[config.mk]
export PLATFORM = sky130hd
export DESIGN_NAME = as_exmem_stage
export DESIGN_NICKNAME = d
export VERILOG_FILES = /design/src/rtl/as_pack.sv /design/src/rtl/as_skid_buf.sv /design/src/rtl/as_exmem_stage.sv
export SDC_FILE = /design/constraint.sdc
export NUM_CORES = 1
export LEC_CHECK = 0
export CAP_MARGIN = 30
export CORE_MARGIN = 4
export CORE_UTILIZATION = 43
export CTS_CLUSTER_DIAMETER = 100
export DETAILED_ROUTE_END_ITERATION = 12
export PLACE_DENSITY = 0.77
export SLEW_MARGIN = 20
export SYNTH_ARGS = -nofsm -noshare
export SYNTH_HDL_FRONTEND = slang
export SYNTH_SLANG_ARGS = --single-unit
[constraint.sdc]
create_clock -name clk -period 10.26 [get_ports clk]
set_input_delay 1.026 -clock clk [delete_from_list [all_inputs] [get_ports clk]]
set_output_delay 1.026 -clock clk [all_outputs]
set_load 0.02 [all_outputs]
[src/rtl/as_pack.sv]
// Shared definitions for the RV64I EX/MEM boundary: data width, branch
// funct3 codes, the EX/MEM payload layout and the branch condition helper.
package as_pack;

    localparam int unsigned reg_width = 64;

    localparam logic [2:0] BR_BEQ  = 3'b000;
    localparam logic [2:0] BR_BNE  = 3'b001;
    localparam logic [2:0] BR_BLT  = 3'b100;
    localparam logic [2:0] BR_BGE  = 3'b101;
    localparam logic [2:0] BR_BLTU = 3'b110;
    localparam logic [2:0] BR_BGEU = 3'b111;

    // Default-width view of the EX/MEM payload for MEM-side consumers. The
    // stage itself packs the same field order with its own parameter widths.
    typedef struct packed {
        logic [reg_width-1:0] alu_result;
        logic [reg_width-1:0] store_data;
        logic [4:0]           rd_addr;
        logic                 reg_we;
        logic                 mem_re;
        logic                 mem_we;
    } exmem_payload_t;

    // Signed/unsigned selection already happened in the ALU op choice, so
    // BLT/BLTU and BGE/BGEU share the same flag test here.
    function automatic logic br_cond(input logic [2:0] funct3,
                                     input logic       zero,
                                     input logic       nega);
        logic taken;
        taken = 1'b0;
        case (funct3)
            BR_BEQ:           taken = zero;
            BR_BNE:           taken = !zero;
            BR_BLT, BR_BLTU:  taken = nega;
            BR_BGE, BR_BGEU:  taken = !nega;
            default:          taken = 1'b0;
        endcase
        return taken;
    endfunction

endpackage

[src/rtl/as_skid_buf.sv]
// Generic 2-entry valid/ready skid buffer with synchronous flush.
// Upstream ready depends only on the skid register, never on i_ready.
module as_skid_buf #(
    parameter int unsigned Width = 8
) (
    input  logic             clk,
    input  logic             rst,
    input  logic             i_flush,
    input  logic             i_valid,
    output logic             o_ready,
    input  logic [Width-1:0] i_data,
    output logic             o_valid,
    input  logic             i_ready,
    output logic [Width-1:0] o_data
);

    logic             r_out_valid;
    logic [Width-1:0] r_out_data;
    logic             r_skid_valid;
    logic [Width-1:0] r_skid_data;

    logic w_accept;
    logic w_load;

    assign w_accept = i_valid && !r_skid_valid;
    assign w_load   = !r_out_valid || i_ready;

    // Output register and skid entry; skid always drains ahead of new beats.
    always_ff @(posedge clk or posedge rst) begin
        if (rst) begin
            r_out_valid  <= 1'b0;
            r_out_data   <= '0;
            r_skid_valid <= 1'b0;
            r_skid_data  <= '0;
        end else if (i_flush) begin
            r_out_valid  <= 1'b0;
            r_skid_valid <= 1'b0;
        end else if (w_load) begin
            if (r_skid_valid) begin
                // Ready was low this cycle, so no new beat can arrive here.
                r_out_valid  <= 1'b1;
                r_out_data   <= r_skid_data;
                r_skid_valid <= 1'b0;
            end else begin
                r_out_valid <= w_accept;
                if (w_accept) begin
                    r_out_data <= i_data;
                end
            end
        end else if (w_accept) begin
            r_skid_valid <= 1'b1;
            r_skid_data  <= i_data;
        end
    end

    assign o_ready = !r_skid_valid;
    assign o_valid = r_out_valid;
    assign o_data  = r_out_data;

endmodule

[src/rtl/as_exmem_stage.sv]
// EX/MEM pipeline boundary: skid-buffered payload, branch resolution with a
// registered one-cycle redirect, and synchronous flush.
// Optional statistics counters are built when AS_EXMEM_STATS_EN is defined.
module as_exmem_stage
    import as_pack::*;
#(
    parameter int unsigned REG_WIDTH = reg_width,
    parameter int unsigned RD_WIDTH  = 5
) (
    input  logic                 clk,
    input  logic                 rst,
    input  logic                 ex_valid_i,
    output logic                 ex_ready_o,
    input  logic [REG_WIDTH-1:0] alu_result_i,
    input  logic                 alu_zero_i,
    input  logic                 alu_nega_i,
    input  logic [REG_WIDTH-1:0] store_data_i,
    input  logic [RD_WIDTH-1:0]  rd_addr_i,
    input  logic                 reg_we_i,
    input  logic                 mem_re_i,
    input  logic                 mem_we_i,
    input  logic                 branch_i,
    input  logic [2:0]           funct3_i,
    input  logic [REG_WIDTH-1:0] br_target_i,
    input  logic                 flush_i,
    output logic                 mem_valid_o,
    input  logic                 mem_ready_i,
    output logic [REG_WIDTH-1:0] mem_alu_result_o,
    output logic [REG_WIDTH-1:0] mem_store_data_o,
    output logic [RD_WIDTH-1:0]  mem_rd_addr_o,
    output logic                 mem_reg_we_o,
    output logic                 mem_re_o,
    output logic                 mem_we_o,
    output logic                 br_taken_o,
    output logic [REG_WIDTH-1:0] br_target_o
`ifdef AS_EXMEM_STATS_EN
    ,
    output logic [31:0]          stat_beats_o,
    output logic [31:0]          stat_taken_o,
    output logic [31:0]          stat_stall_o
`endif
);

    // Same field order as exmem_payload_t, sized by this instance's parameters.
    localparam int unsigned PayW = 2 * REG_WIDTH + RD_WIDTH + 3;

    logic [PayW-1:0] w_in_pay;
    logic [PayW-1:0] w_out_pay;
    logic            w_accept;
    logic            w_taken;

    logic                 r_br_taken;
    logic [REG_WIDTH-1:0] r_br_target;

    assign w_in_pay = {alu_result_i, store_data_i, rd_addr_i, reg_we_i, mem_re_i, mem_we_i};
    assign w_accept = ex_valid_i && ex_ready_o;
    // A beat presented during flush is discarded, so it cannot redirect.
    assign w_taken  = w_accept && !flush_i && branch_i &&
                      br_cond(funct3_i, alu_zero_i, alu_nega_i);

    as_skid_buf #(
        .Width (PayW)
    ) u_skid (
        .clk     (clk),
        .rst     (rst),
        .i_flush (flush_i),
        .i_valid (ex_valid_i),
        .o_ready (ex_ready_o),
        .i_data  (w_in_pay),
        .o_valid (mem_valid_o),
        .i_ready (mem_ready_i),
        .o_data  (w_out_pay)
    );

    assign {mem_alu_result_o, mem_store_data_o, mem_rd_addr_o,
            mem_reg_we_o, mem_re_o, mem_we_o} = w_out_pay;

    // Redirect pulse one cycle after acceptance, regardless of MEM backpressure.
    always_ff @(posedge clk or posedge rst) begin
        if (rst) begin
            r_br_taken  <= 1'b0;
            r_br_target <= '0;
        end else begin
            r_br_taken <= w_taken;
            if (w_taken) begin
                r_br_target <= br_target_i;
            end
        end
    end

    assign br_taken_o  = r_br_taken;
    assign br_target_o = r_br_target;

`ifdef AS_EXMEM_STATS_EN
    logic [31:0] r_stat_beats;
    logic [31:0] r_stat_taken;
    logic [31:0] r_stat_stall;
    logic        w_stall;

    assign w_stall = mem_valid_o && !mem_ready_i;

    // Saturating event counters, cleared by flush.
    always_ff @(posedge clk or posedge rst) begin
        if (rst) begin
            r_stat_beats <= '0;
            r_stat_taken <= '0;
            r_stat_stall <= '0;
        end else if (flush_i) begin
            r_stat_beats <= '0;
            r_stat_taken <= '0;
            r_stat_stall <= '0;
        end else begin
            if (w_accept && (r_stat_beats != '1)) begin
                r_stat_beats <= r_stat_beats + 32'd1;
            end
            if (w_taken && (r_stat_taken != '1)) begin
                r_stat_taken <= r_stat_taken + 32'd1;
            end
            if (w_stall && (r_stat_stall != '1)) begin
                r_stat_stall <= r_stat_stall + 32'd1;
            end
        end
    end

    assign stat_beats_o = r_stat_beats;
    assign stat_taken_o = r_stat_taken;
    assign stat_stall_o = r_stat_stall;
`endif

endmodule

Word-level counts from Yosys, hierarchy flattened
Cells that the tools add are included.
{ "totals": {"regBits": 339, "latch_bits": 0, "ramBits": 0, "rom_bits": 0, "input_bits": 211, "output_inout_bits": 203, "elab_cells": 40, "memories": 0} }
{ "classes": {"n_addsub": 0, "n_mul": 0, "div_mod_pow": 0, "order_cmp": 0, "eq_ne": 5, "shift": 0, "n_mux": 9, "bitwise": 2, "reduce_logical": 18} }
{ "op_table": {"columns": ["cell", "count"], "rows": [
  ["two-way mux 136 bit", 2],
  ["== test 3 bit (second input constant)", 4],
  ["two-way mux 1 bit", 6],
  ["AND reduction 3 bit", 2],
  ["zero test 1 bit", 5],
  ["logical AND 1 bit", 4],
  ["case mux 1 bit (4 select lines)", 1],
  ["nonzero test 2 bit", 2],
  ["OR reduction 2 bit", 2],
  ["== test 3 x 1 -> 1 bit (second input constant)", 1],
  ["zero test 3 bit", 1],
  ["nonzero test 3 bit", 1],
  ["NOT 1 bit", 2],
  ["logical OR 1 bit", 1]
]} }

Longest topological paths before layout
{ "depth": {"ltp_word": 5, "ltp_mapped": 7, "ltp_nobuf": 4} }

Hierarchy
From an unflattened synthesis, not the netlist that was laid out.
{ "unflattened": {"cells_unflattened": 880, "hier_area_um2": 14804.2} }
{ "modules_own_cells": {"columns": ["mod", "instances", "cells_per_inst", "area_each_um2", "seq_area_each_um2"], "rows": [
  ["as_skid_buf", 1, 737, 12104.1, 6856.6],
  ["as_exmem_stage", 1, 143, 2700.1, 1626.6]
]} }

Worst setup path before layout
OpenSTA, ideal clock, no wires.
{ "synth_path": {"path_kind": "input-to-reg", "from": "input port alu_zero_i", "to": "register r_br_target[10] (netlist: br_target_o[10])", "setup_ps": 125, "arrival_time_ps": 2002, "t_required_ps": 10135, "path_slack_ps": 8133, "cell_stages": 6, "path_buffers": 2, "path_cell_list": "xor2_1 a22oi_1 nor2_2 buf_6 buf_8 mux2_4"} }
{ "synth_between": {"elab_chain_len": 3} }
{ "synth_rtl": {"columns": ["item", "line_no", "text"], "rows": [
  ["from (decl)", "as_exmem_stage.sv:15", "input logic alu_zero_i,"],
  ["zero test 1 bit", "as_pack.sv:34", "BR_BNE: taken = !zero;"],
  ["case mux 1 bit (4 select lines) (*)", "as_pack.sv:32", "case (funct3)"],
  ["logical AND 1 bit (*)", "as_exmem_stage.sv:58", "assign w_taken = w_accept && !flush_i && branch_i &&"],
  ["to (signal assigned)", "as_exmem_stage.sv:86", "r_br_target <= br_target_i;"],
  ["to (decl)", "as_exmem_stage.sv:53", "logic [REG_WIDTH-1:0] r_br_target;"]
]} }
Mark *: on every way between the ends. The rest lies on a longest branch, timed or not.
A chain may end at the register's enable or synchronous reset.

Final worst setup path
{ "layout_path": {"from": "register u_skid.r_skid_valid", "to": "register u_skid.r_out_data[68] (netlist: u_skid.o_data[68])"} }
{ "layout_between": {"elab_chain_len": 4, "word_cells_on_any_way": 5, "cone_classes": "mux: 1; reduce/logical: 4"} }
{ "layout_rtl": {"columns": ["item", "line_no", "text"], "rows": [
  ["from (decl)", "as_skid_buf.sv:19", "logic r_skid_valid;"],
  ["from (signal assigned)", "as_skid_buf.sv:33", "r_skid_valid <= 1'b0;"],
  ["from (signal assigned)", "as_skid_buf.sv:37", "r_skid_valid <= 1'b0;"],
  ["from (signal assigned)", "as_skid_buf.sv:43", "r_skid_valid <= 1'b0;"],
  ["zero test 1 bit", "as_skid_buf.sv:25", "assign w_accept = i_valid && !r_skid_valid;"],
  ["logical AND 1 bit", "as_skid_buf.sv:25", null],
  ["nonzero test 2 bit (no source line)", null, null],
  ["AND reduction 3 bit (no source line)", null, null],
  ["to (signal assigned)", "as_skid_buf.sv:42", "r_out_data <= r_skid_data;"],
  ["to (signal assigned)", "as_skid_buf.sv:47", "r_out_data <= i_data;"],
  ["to (decl)", "as_skid_buf.sv:18", "logic [Width-1:0] r_out_data;"]
]} }
Several ways; a longest one is shown, not always the timed one.

==> results_tabular.tex <==
\begin{tabular}{lr}
\hline
Metric & Value \\
\hline
\multicolumn{2}{l}{\textbf{Run status}} \\
\quad Run status & complete, no violations \\
\multicolumn{2}{l}{\textbf{Critical path}} \\
\quad Critical path launch point type & register \\
\quad Endpoint of the most critical register-to-register path & u\_skid.o\_data[68] \\
\quad Number of cells on the worst reg-to-reg path & 8 \\
\quad FF-to-FF Start & u\_skid.r\_skid\_valid \\
\quad Arrival time at the worst endpoint & 3.95 ns \\
\quad Reg2reg setup slack & 6.73 ns \\
\quad Kind of end point of the critical path & register \\
\quad Class of the most critical setup path & reg2reg \\
\quad Largest driver fanout on the critical path & 178 \\
\quad Critical path required time & 10.69 ns \\
\multicolumn{2}{l}{\textbf{Placed design}} \\
\quad Post-placement worst setup slack & 6.66 ns \\
\quad Count of input and output buffers & 413 \\
\quad Placer's final routability congestion estimate & 0.762 \\
\quad Detail Placement HPWL & 23,500 um \\
\quad Instance area after placement & 0.0186 mm2 \\
\multicolumn{2}{l}{\textbf{Clock tree}} \\
\quad Clock tree buffer depth & 3 \\
\quad Post-CTS Setup Repair Bufs & 0 \\
\quad Clk\_lat worst skew & 0.51 ns \\
\quad Root buf cell & sky130\_fd\_sc\_hd\_\_clkbuf\_16 \\
\quad Number of hold buffers added after cts & 0 \\
\quad Clock-pin slew reported for the worst setup and hold paths after clock tree synthesis & 0.06 ns \\
\quad Clock net sink count & 339 \\
\quad CTS tree & yes \\
\quad Number of CTS-inserted buffers & 38 \\
\quad Cells resized by post-CTS repair & 0 \\
\quad Number of H-tree levels & 2 \\
\multicolumn{2}{l}{\textbf{Finish}} \\
\quad Filler cells & 2,539 \\
\quad Area of all placed cells without fillers & 0.0198 mm2 \\
\quad Fraction of layout instances using a drive strength above 1 & 18.7\% \\
\quad Post-layout nets & 1,638 \\
\quad Area growth from synthesis to layout & 40.1\% \\
\multicolumn{2}{l}{\textbf{Floorplanning}} \\
\quad Y dimension of the die & 189 um \\
\quad Initial standard-cell utilization of the core & 43.5\% \\
\quad Placeable core area & 0.0325 mm2 \\
\quad Top-level port count & 414 \\
\quad Die area & 0.0359 mm2 \\
\quad Die Wd & 189 um \\
\quad Total number of placement rows & 66 \\
\multicolumn{2}{l}{\textbf{Power and ir drop}} \\
\quad Reg power frac & 42.9\% \\
\quad Clock Power Share & 31.1\% \\
\quad Switching share of power & 27.8\% \\
\quad Total power per unit cell area & 213 mW/mm2 \\
\quad Internal Dissipation & 3050 uW \\
\quad Net switching component of the power & 1170 uW \\
\quad Peak supply drop & 0.140 mV \\
\quad Leak & 0.00823 uW \\
\quad Part of the total power dissipated in combinational logic & 26.1\% \\
\multicolumn{2}{l}{\textbf{Yosys}} \\
\quad Main combinational cell family by area after synthesis & multiplexers \\
\quad Synth Instances & 1,031 \\
\quad List of most frequent post-synthesis cells & 339 x sky130\_fd\_sc\_hd\_\_dfrtp\_1, 138 x sky130\_fd\_sc\_hd\_\_nor2\_1, 137 x sky130\_fd\_sc\_hd\_\_a21oi\_1 \\
\quad Netlist area before placement & 0.0142 mm2 \\
\quad Most common cell in the netlist & sky130\_fd\_sc\_hd\_\_dfrtp\_1 \\
\quad Synthesized area per cell & 13.7 um2 \\
\quad Yosys top cell by area & sky130\_fd\_sc\_hd\_\_dfrtp\_1 \\
\quad Area share of xor/xnor cells in the synthesized design & 0.124\% \\
\quad Proportion of netlist area held by the largest area contributor & 59.9\% \\
\quad Flip-flop and latch count after synthesis & 339 \\
\quad Unique masters post-synth & 19 \\
\quad Adder and majority cell fraction of the synthesized area & 0\% \\
\quad Leading post-synthesis cells by cell area & sky130\_fd\_sc\_hd\_\_dfrtp\_1 60\%, sky130\_fd\_sc\_hd\_\_mux2i\_1 9.6\%, sky130\_fd\_sc\_hd\_\_mux2\_4 9.4\% \\
\quad Simple-gate portion of the synthesized area & 4.01\% \\
\quad Number of enable flip-flop cells after synthesis & 0 \\
\quad Total of warnings raised by yosys & 0 \\
\quad Post-synthesis net count & 1,242 \\
\quad Share of synthesized flip-flops with an asynchronous set or reset & 100\% \\
\quad Mux share of post-synthesis cell area & 27.9\% \\
\quad Dominant synthesized flop cell & sky130\_fd\_sc\_hd\_\_dfrtp\_1 \\
\quad Fraction of the mapped netlist area in compound gates & 4.90\% \\
\quad Sequential area share after synthesis & 59.9\% \\
\multicolumn{2}{l}{\textbf{Route}} \\
\quad Detailed-route DRC error count & 0 \\
\quad Detailed router's first-iteration violation count & 410 \\
\quad Vias post-DR & 9,424 \\
\quad Number of iterations in the first detailed-routing pass & 4 \\
\quad Via-to-Cell Ratio & 4.98 \\
\quad Average wire per standard cell & 18.7 um \\
\quad DRT antenna net count & 0 \\
\quad Final wirelength & 35,400 um \\
\multicolumn{2}{l}{\textbf{STA}} \\
\quad Peak Freq & 0.284 GHz \\
\quad Min setup slack post-route & 6.73 ns \\
\quad Total negative slack & 0 ns \\
\quad Clock Skew & 0.00739 ns \\
\quad Final-report max-slew violation count & 0 \\
\quad Hold slack & 0.502 ns \\
\quad Tightest Pin Transition & 1.01 ns \\
\quad Setup violators final & 0 \\
\quad Worst slew margin relative to its limit & 32.5\% \\
\quad Setup repair after global routing missed its margin & false \\
\quad Final min period & 3.53 ns \\
\quad Hold violation count in the final report & 0 \\
\quad Final period utilization & 34.4\% \\
\multicolumn{2}{l}{\textbf{Hold path}} \\
\quad Hold Path Origin & u\_skid.r\_skid\_data[86] \\
\quad Hold crit path type & reg2reg \\
\quad Hold-critical path endpoint & u\_skid.r\_skid\_data[86] \\
\quad Hold Path Stages & 1 \\
\multicolumn{2}{l}{\textbf{Global route}} \\
\quad Number of antenna violations at the first check in global routing & 2 \\
\quad Global Route Usage Sum & 19.1\% \\
\quad Largest net degree at the start of global routing & 273 \\
\quad Met3 track demand over resource & 5.77\% \\
\quad Most used routing layer in global routing & met2 \\
\quad Global-route track usage on met1 & 22.9\% \\
\quad Met2 Usage GRT & 33.3\% \\
\quad GR Overflow Total & 0 \\
\quad First-pass GRT wire length & 55,800 um \\
\quad Via count of the first global-routing pass & 10,200 \\
\multicolumn{2}{l}{\textbf{Job}} \\
\quad Max cap viols & 0 \\
\hline
\end{tabular}
==> area by class of cell <==
type	count	area (um2)	area share [%]
sequential	339	8490	42.8
antenna	1	2.50	0.0126
clock buffer	56	1140	5.76
multi-input combinational	622	5250	26.5
inverter	2	11.3	0.0568
clock inverter	7	65.1	0.328
tap	442	553	2.79
timing repair buffer	424	4310	21.8
==> stage by stage <==
stage               cells  power (uW)  utilization, %
global placement     1826        2900            57.0
floorplan            1031        2390               -
finish               1893        4220            60.9
global route         1893        4430            60.9
CTS                  1890        4280            60.8
detailed placement   1827        2930            57.0
==> worst max-delay path: stages, from the launching register on <==
cell and delay [ns]:
sky130_fd_sc_hd__dfrtp_4 0.87, sky130_fd_sc_hd__buf_4 0.52, sky130_fd_sc_hd__buf_16 0.30, sky130_fd_sc_hd__nor2_1 0.13
sky130_fd_sc_hd__nor3_2 0.21, sky130_fd_sc_hd__buf_12 0.37, sky130_fd_sc_hd__buf_16 0.45, sky130_fd_sc_hd__nor2_1 0.11
sky130_fd_sc_hd__a21oi_1 0.15
==> state kept, by name (all words and copies together) (netlist names) <==
name / flops
u_skid.o_data: 136
br_taken_o: 1
u_skid.r_skid_valid: 1
br_target_o: 64
u_skid.r_skid_data: 136
u_skid.o_valid: 1
==> power by group through the flow <==
stage	clock, uW	combinational [uW]	sequential, uW
2_1_floorplan	0	396	2000
3_3_place_gp	0	1080	1810
6_report	1310	1100	1810
3_5_place_dp	0	1110	1830
5_1_grt	1410	1170	1850
4_1_cts	1350	1110	1810
==> worst max-delay path by stage <==
stage                   startpoint                      to  slack [ns]  depth (start not counted)
2_1_floorplan                  rst              br_taken_o        4.70                          1
3_3_place_gp               flush_i  u_skid.r_skid_data[84]        6.69                          5
3_5_place_dp               flush_i  u_skid.r_skid_data[89]        6.66                          5
4_1_cts        u_skid.r_skid_valid       u_skid.o_data[84]        6.80                          7
5_1_grt        u_skid.r_skid_valid       u_skid.o_data[75]        6.51                          8
6_report       u_skid.r_skid_valid       u_skid.o_data[68]        6.73                          8
==> cell usage in the layout, fill, tap and decap left out, types with 6 or more instances in the layout <==
| master | netlist | final |
|---|---|---|
| sky130_fd_sc_hd__clkbuf_16 | 0 | 41 |
| sky130_fd_sc_hd__clkdlybuf4s50_1 | 0 | 413 |
| sky130_fd_sc_hd__clkbuf_8 | 0 | 6 |
| sky130_fd_sc_hd__mux2_4 | 89 | 89 |
| sky130_fd_sc_hd__nor2_1 | 138 | 138 |
| sky130_fd_sc_hd__dfrtp_1 | 339 | 338 |
| sky130_fd_sc_hd__a21oi_1 | 137 | 137 |
| sky130_fd_sc_hd__clkbuf_1 | 0 | 9 |
| sky130_fd_sc_hd__mux2i_1 | 136 | 136 |
| sky130_fd_sc_hd__mux2_2 | 111 | 111 |
==> cell families (layout without fill, tap and decap cells) <==
logic type | Yosys count | in the layout
other cells | 0 | 1
compound gates | 138 | 138
xor+xnor | 2 | 2
flops | 339 | 339
mux | 336 | 336
simple gates | 146 | 146
buf+inv | 70 | 489
==> per-layer routing <==
metal	wire length, um	vias up
met5	11	-
li1	-	4377
met4	1020	2
met1	13800	4673
met2	17700	308
met3	2750	64
(Power assumes the default switching activity.)
==> RTL change 1 (config.mk and constraints unchanged) <==
Build with the macro `AS_EXMEM_STATS_EN` defined.
--- a/src/rtl/as_exmem_stage.sv
+++ b/src/rtl/as_exmem_stage.sv
@@ -1,6 +1,8 @@
 // EX/MEM pipeline boundary: skid-buffered payload, branch resolution with a
 // registered one-cycle redirect, and synchronous flush.
 // Optional statistics counters are built when AS_EXMEM_STATS_EN is defined.
+`define AS_EXMEM_STATS_EN
+
 module as_exmem_stage
     import as_pack::*;
 #(
New outputs: stat_beats_o, stat_stall_o and stat_taken_o. Function: not settled (the Yosys comparison gave no result); the edit may change what the design does.
==> RTL change 1 against the original RTL <==
- power is 17% higher
- largest power group unchanged
- largest cell class unchanged
- synthesized area increased by 34%
- final area grew 32%
- worst setup slack lost 0.28 ns
- maximum frequency down 7.3%
- sequential cell count rose by 96
- global-route usage rose by 3.0 points
- routed wire length rose by 54%
- critical path type is now in -> reg
==> RTL change 1: results (changes against the original RTL) <==
drt:
  vias_per_cell: 5.38  # +8.1%
  wirelength_microns: 54400  # +54%
  drt_pass1_iterations: 5  # +1
  drtIter0Drc: 1250  # +200%
  wl_met2_microns: 27000  # +53%
  wl_met3_microns: 4820  # +75%
  m1WireLength_microns: 21100  # +52%
sta:
  finClkSkew_ns: 0.0180  # +0.0106 ns
  relSlewSlack_pct: 28.4  # -4.1 points
  setup_tns_ns: 0  # unchanged
finish:
  drive_gt1_share_pct: 8.31  # -10 points
  fin_nets: 2426  # +48%
  instances_no_fill: 2839  # +50%
synth:
  synth_area_leaders: "dfrtp_1, mux2i_1, a21oi_1"
  synth_xor_area_share_pct: 0.786  # +0.66 points
  synth_fa_ha_area_share_pct: 0.198  # +0.20 points
  yosysUniqueCellTypes: 49  # +30
  synthMuxAreaShare_pct: 15.9  # -12 points
  synth_commonest_cells: "dfrtp_1, nand2_1, a21oi_1"
  syn_avg_cell_area_sq_um: 10.8  # -21%
  syn-num-nets: 1961  # +58%
  ys_seq_area_share_pct: 57.5  # -2.5 points
  yosysWarningCount: 0  # unchanged
  synth_compound_area_share_pct: 8.50  # +3.6 points
cts:
  max-clock-path-buffers: 3  # unchanged
  numCtsBuffers: 47  # +24%
  ctsResizeCount: 0  # unchanged
  clk_latency_ns: 0.57  # +0.06 ns
critical_path:
  timing.rr.start: "u_skid.r_skid_valid$_DFFE_PP0P_"
  crit_slowest_cell: "buf_4"
  rrSetupSlack_ns: 6.55  # -0.18 ns
  cp_slowest_stage_delay_ns: 0.68  # -0.19 ns
  arrival_ns: 4.26  # +0.31 ns
  critPathMaxFanout: 50  # -72%
  endpoint: "u_skid.r_skid_data[104]$_DFFE_PP0P_"
  worstSetupStartpoint: "mem_ready_i"
  cp_top_family: "buffers and inverters"
  r2r_cells: 5  # -3
place:
  place_congestion: 0.885  # +16%
  dp_hpwl_microns: 37400  # +59%
  placed_cells: 2748  # +50%
  portBuffers: 509  # +23%
global_routing:
  grt_start_max_net_pins: 213  # -22%
  grt_usage_pct: 22.1  # +3.0 points
  grt_pass1_vias: 15500  # +52%
  grt_first_pass_wirelength_microns: 84900  # +52%
  antenna_found_initial: 4  # +2
worst_hold_path:
  hold_path_depth: 2  # +1
  hold_end: "br_target_o[9]$_DFFE_PP0P_"
  hp-start: "br_target_o[9]$_DFFE_PP0P_"
pwr:
  p_leak_uw: 0.0106  # +29%
  ir_worst_vdd_v: 0.000152  # +8.6%
status:
  status: "completed"
## RTL change 1: changes by cell type after synthesis, sizes merged, moves of 17 or more
cell and change:
a21oi +54, nand2 +232, o21ai +26, or4 +33, nand3 +27, nor2 +40
clkbuf +91, inv +17, nand4 +29, dfrtp +96, buf -49, or3 +29
mux2 -55, o31ai +25
## RTL change 1: worst min-delay path, cell delays in order, from the launching register on
cell and delay, ns:
dfrtp_1 0.34, nand2_1 0.05, nand2_1 0.06
## RTL change 1: power breakdown
| group | internal (uW) | total [uW] | switching, uW | leakage [uW] |
|---|---|---|---|---|
| Combinational | 510 | 1030 | 516 | 0.00446 |
| Clock | 1020 | 1720 | 701 | 0.000801 |
| Sequential | 2010 | 2180 | 169 | 0.00534 |
## RTL change 1: cell type report
type	instances	area [sq um]
fill	3472	17100
timing repair buffer	526	5290
antenna	4	10.0
tap	585	732
multi-input combinational	1183	7560
inverter	19	75.1
clock buffer	71	1450
clock inverter	16	145
sequential	435	10900
## RTL change 1: layer usage
metal  up-vias  GRT usage [%]
met4         4           6.66
met2       501           37.2
met5         -              0
li1       7101              -
met3        94           7.36
met1      7574           27.2
## RTL change 1: kinds of logic after synthesis
logic type                 Yosys count
and+or+nand+nor                    597
DFF                                435
AOI/OAI and AO/OA                  283
muxes                              283
buffers and inverters              129
xor gates and xnor gates            17
adders and majority gates            3
## RTL change 1: through the flow
step / hold slack [ns] / power (uW) / cell area [sq um] / setup slack (ns)
finish: 0.476 / 4930 / 26100 / 6.46
global route: 0.494 / 5150 / 26100 / 6.32
CTS: 0.477 / 4980 / 26100 / 6.46
detailed placement: 0.461 / 3240 / 24500 / 5.86
global placement: 0.457 / 3190 / 24500 / 5.88
floorplan: 0.464 / 2680 / 18900 / 3.36
==> RTL change 2 (same settings) <==
Made on the original files. Register the input `br_target_i` before use, cleared by the reset. The logic sees it one clock later. The other inputs are not delayed to match.
--- a/src/rtl/as_exmem_stage.sv
+++ b/src/rtl/as_exmem_stage.sv
@@ -44,6 +44,16 @@
     // Same field order as exmem_payload_t, sized by this instance's parameters.
     localparam int unsigned PayW = 2 * REG_WIDTH + RD_WIDTH + 3;
 
+    logic [REG_WIDTH-1:0] br_target_q;
+
+    always_ff @(posedge clk or posedge rst) begin
+        if (rst) begin
+            br_target_q <= '0;
+        end else begin
+            br_target_q <= br_target_i;
+        end
+    end
+
     logic [PayW-1:0] w_in_pay;
     logic [PayW-1:0] w_out_pay;
     logic            w_accept;
@@ -83,7 +93,7 @@
         end else begin
             r_br_taken <= w_taken;
             if (w_taken) begin
-                r_br_target <= br_target_i;
+                r_br_target <= br_target_q;
             end
         end
     end
Formal check against the unedited RTL: not equivalent (a bounded check fails within 4 cycles, from zero or initial values and one cycle with rst high).
==> RTL change 2 against the original RTL <==
- routed wire length grew 11%
- power grew 14%
- sequential share of layout area rose by 3.6 points
- core utilization is 0.37 points lower
- first-iteration DRC count shrank 14%
- final area up 9.7%
- worst setup slack lost 0.38 ns
- synthesized area up 12%
- clock power grew 22%
- maximum frequency shrank 9.8%
- via count rose by 6.2%
- sequential cell count increased by 64
- critical path type is now in -> reg
- largest cell class unchanged
- largest power group unchanged
==> RTL change 2: results (changes against the original RTL) <==
critical_path:
  worstSetupStartpoint: "ex_valid_i"
  critPathMaxFanout: 95  # -47%
  reg2reg_to: "u_skid.o_data[88]$_DFFE_PP0P_"
  cp_slowest_stage_delay_ns: 0.83  # -0.04 ns
  arrival_ns: 4.39  # +0.44 ns
place:
  placed_cells: 1916  # +4.9%
  place_worst_setup_slack_ns: 5.83  # -0.835 ns
  dp_hpwl_microns: 26400  # +12%
global_routing:
  grt_start_max_net_pins: 164  # -40%
  grt_usage_pct: 19.0  # -0.082 points
  grt_pass1_vias: 10800  # +6.7%
synth:
  syn_inst: 1095  # +6.2%
  synth_area_leaders: "dfrtp_1, mux2i_1, mux2_4"
  synth_xor_area_share_pct: 0.111  # -0.013 points
  synth_compound_area_share_pct: 4.42  # -0.48 points
finish:
  instances_no_fill: 1993  # +5.3%
  drive_gt1_share_pct: 18.8  # +0.11 points
  areaGrowthSynthToFinish_pct: 37.7
  fin_nets: 1711  # +4.5%
drt:
  m1WireLength_microns: 15600  # +12%
  vias_per_cell: 5.02  # +0.88%
  drt_pass1_iterations: 5  # +1
cts:
  numCtsBuffers: 42  # +11%
pwr:
  ir_worst_vdd_v: 0.000159  # +13%
  p_leak_uw: 0.00914  # +11%
status:
  status: "completed"
sta:
  finClkSkew_ns: 0.0124  # +0.00504 ns
  relSlewSlack_pct: 37.3  # +4.8 points
==> RTL change 2: changes by cell type in the layout (fill, tap and decap cells not counted), moves of 2 or more <==
cell / unedited run / this run
buf_12: 3 / 1
bufinv_16: 1 / 5
dfrtp_1: 338 / 402
clkbuf_1: 9 / 11
buf_4: 5 / 11
clkbuf_16: 41 / 45
clkbuf_8: 6 / 9
==> RTL change 2: layout make-up <==
type | instances | area (sq um)
inverter | 2 | 11.3
tap | 461 | 577
clock inverter | 11 | 183
clock buffer | 65 | 1290
sequential | 403 | 10100
timing repair buffer | 429 | 4350
multi-input combinational | 622 | 5250
fill | 2773 | 14200
==> RTL change 2: report_power, final <==
| part | internal (uW) | total (uW) | switching [uW] | leakage, uW |
|---|---|---|---|---|
| registers | 1900 | 2080 | 179 | 0.00472 |
| logic | 621 | 1120 | 498 | 0.00370 |
| clock network | 991 | 1600 | 612 | 0.000723 |
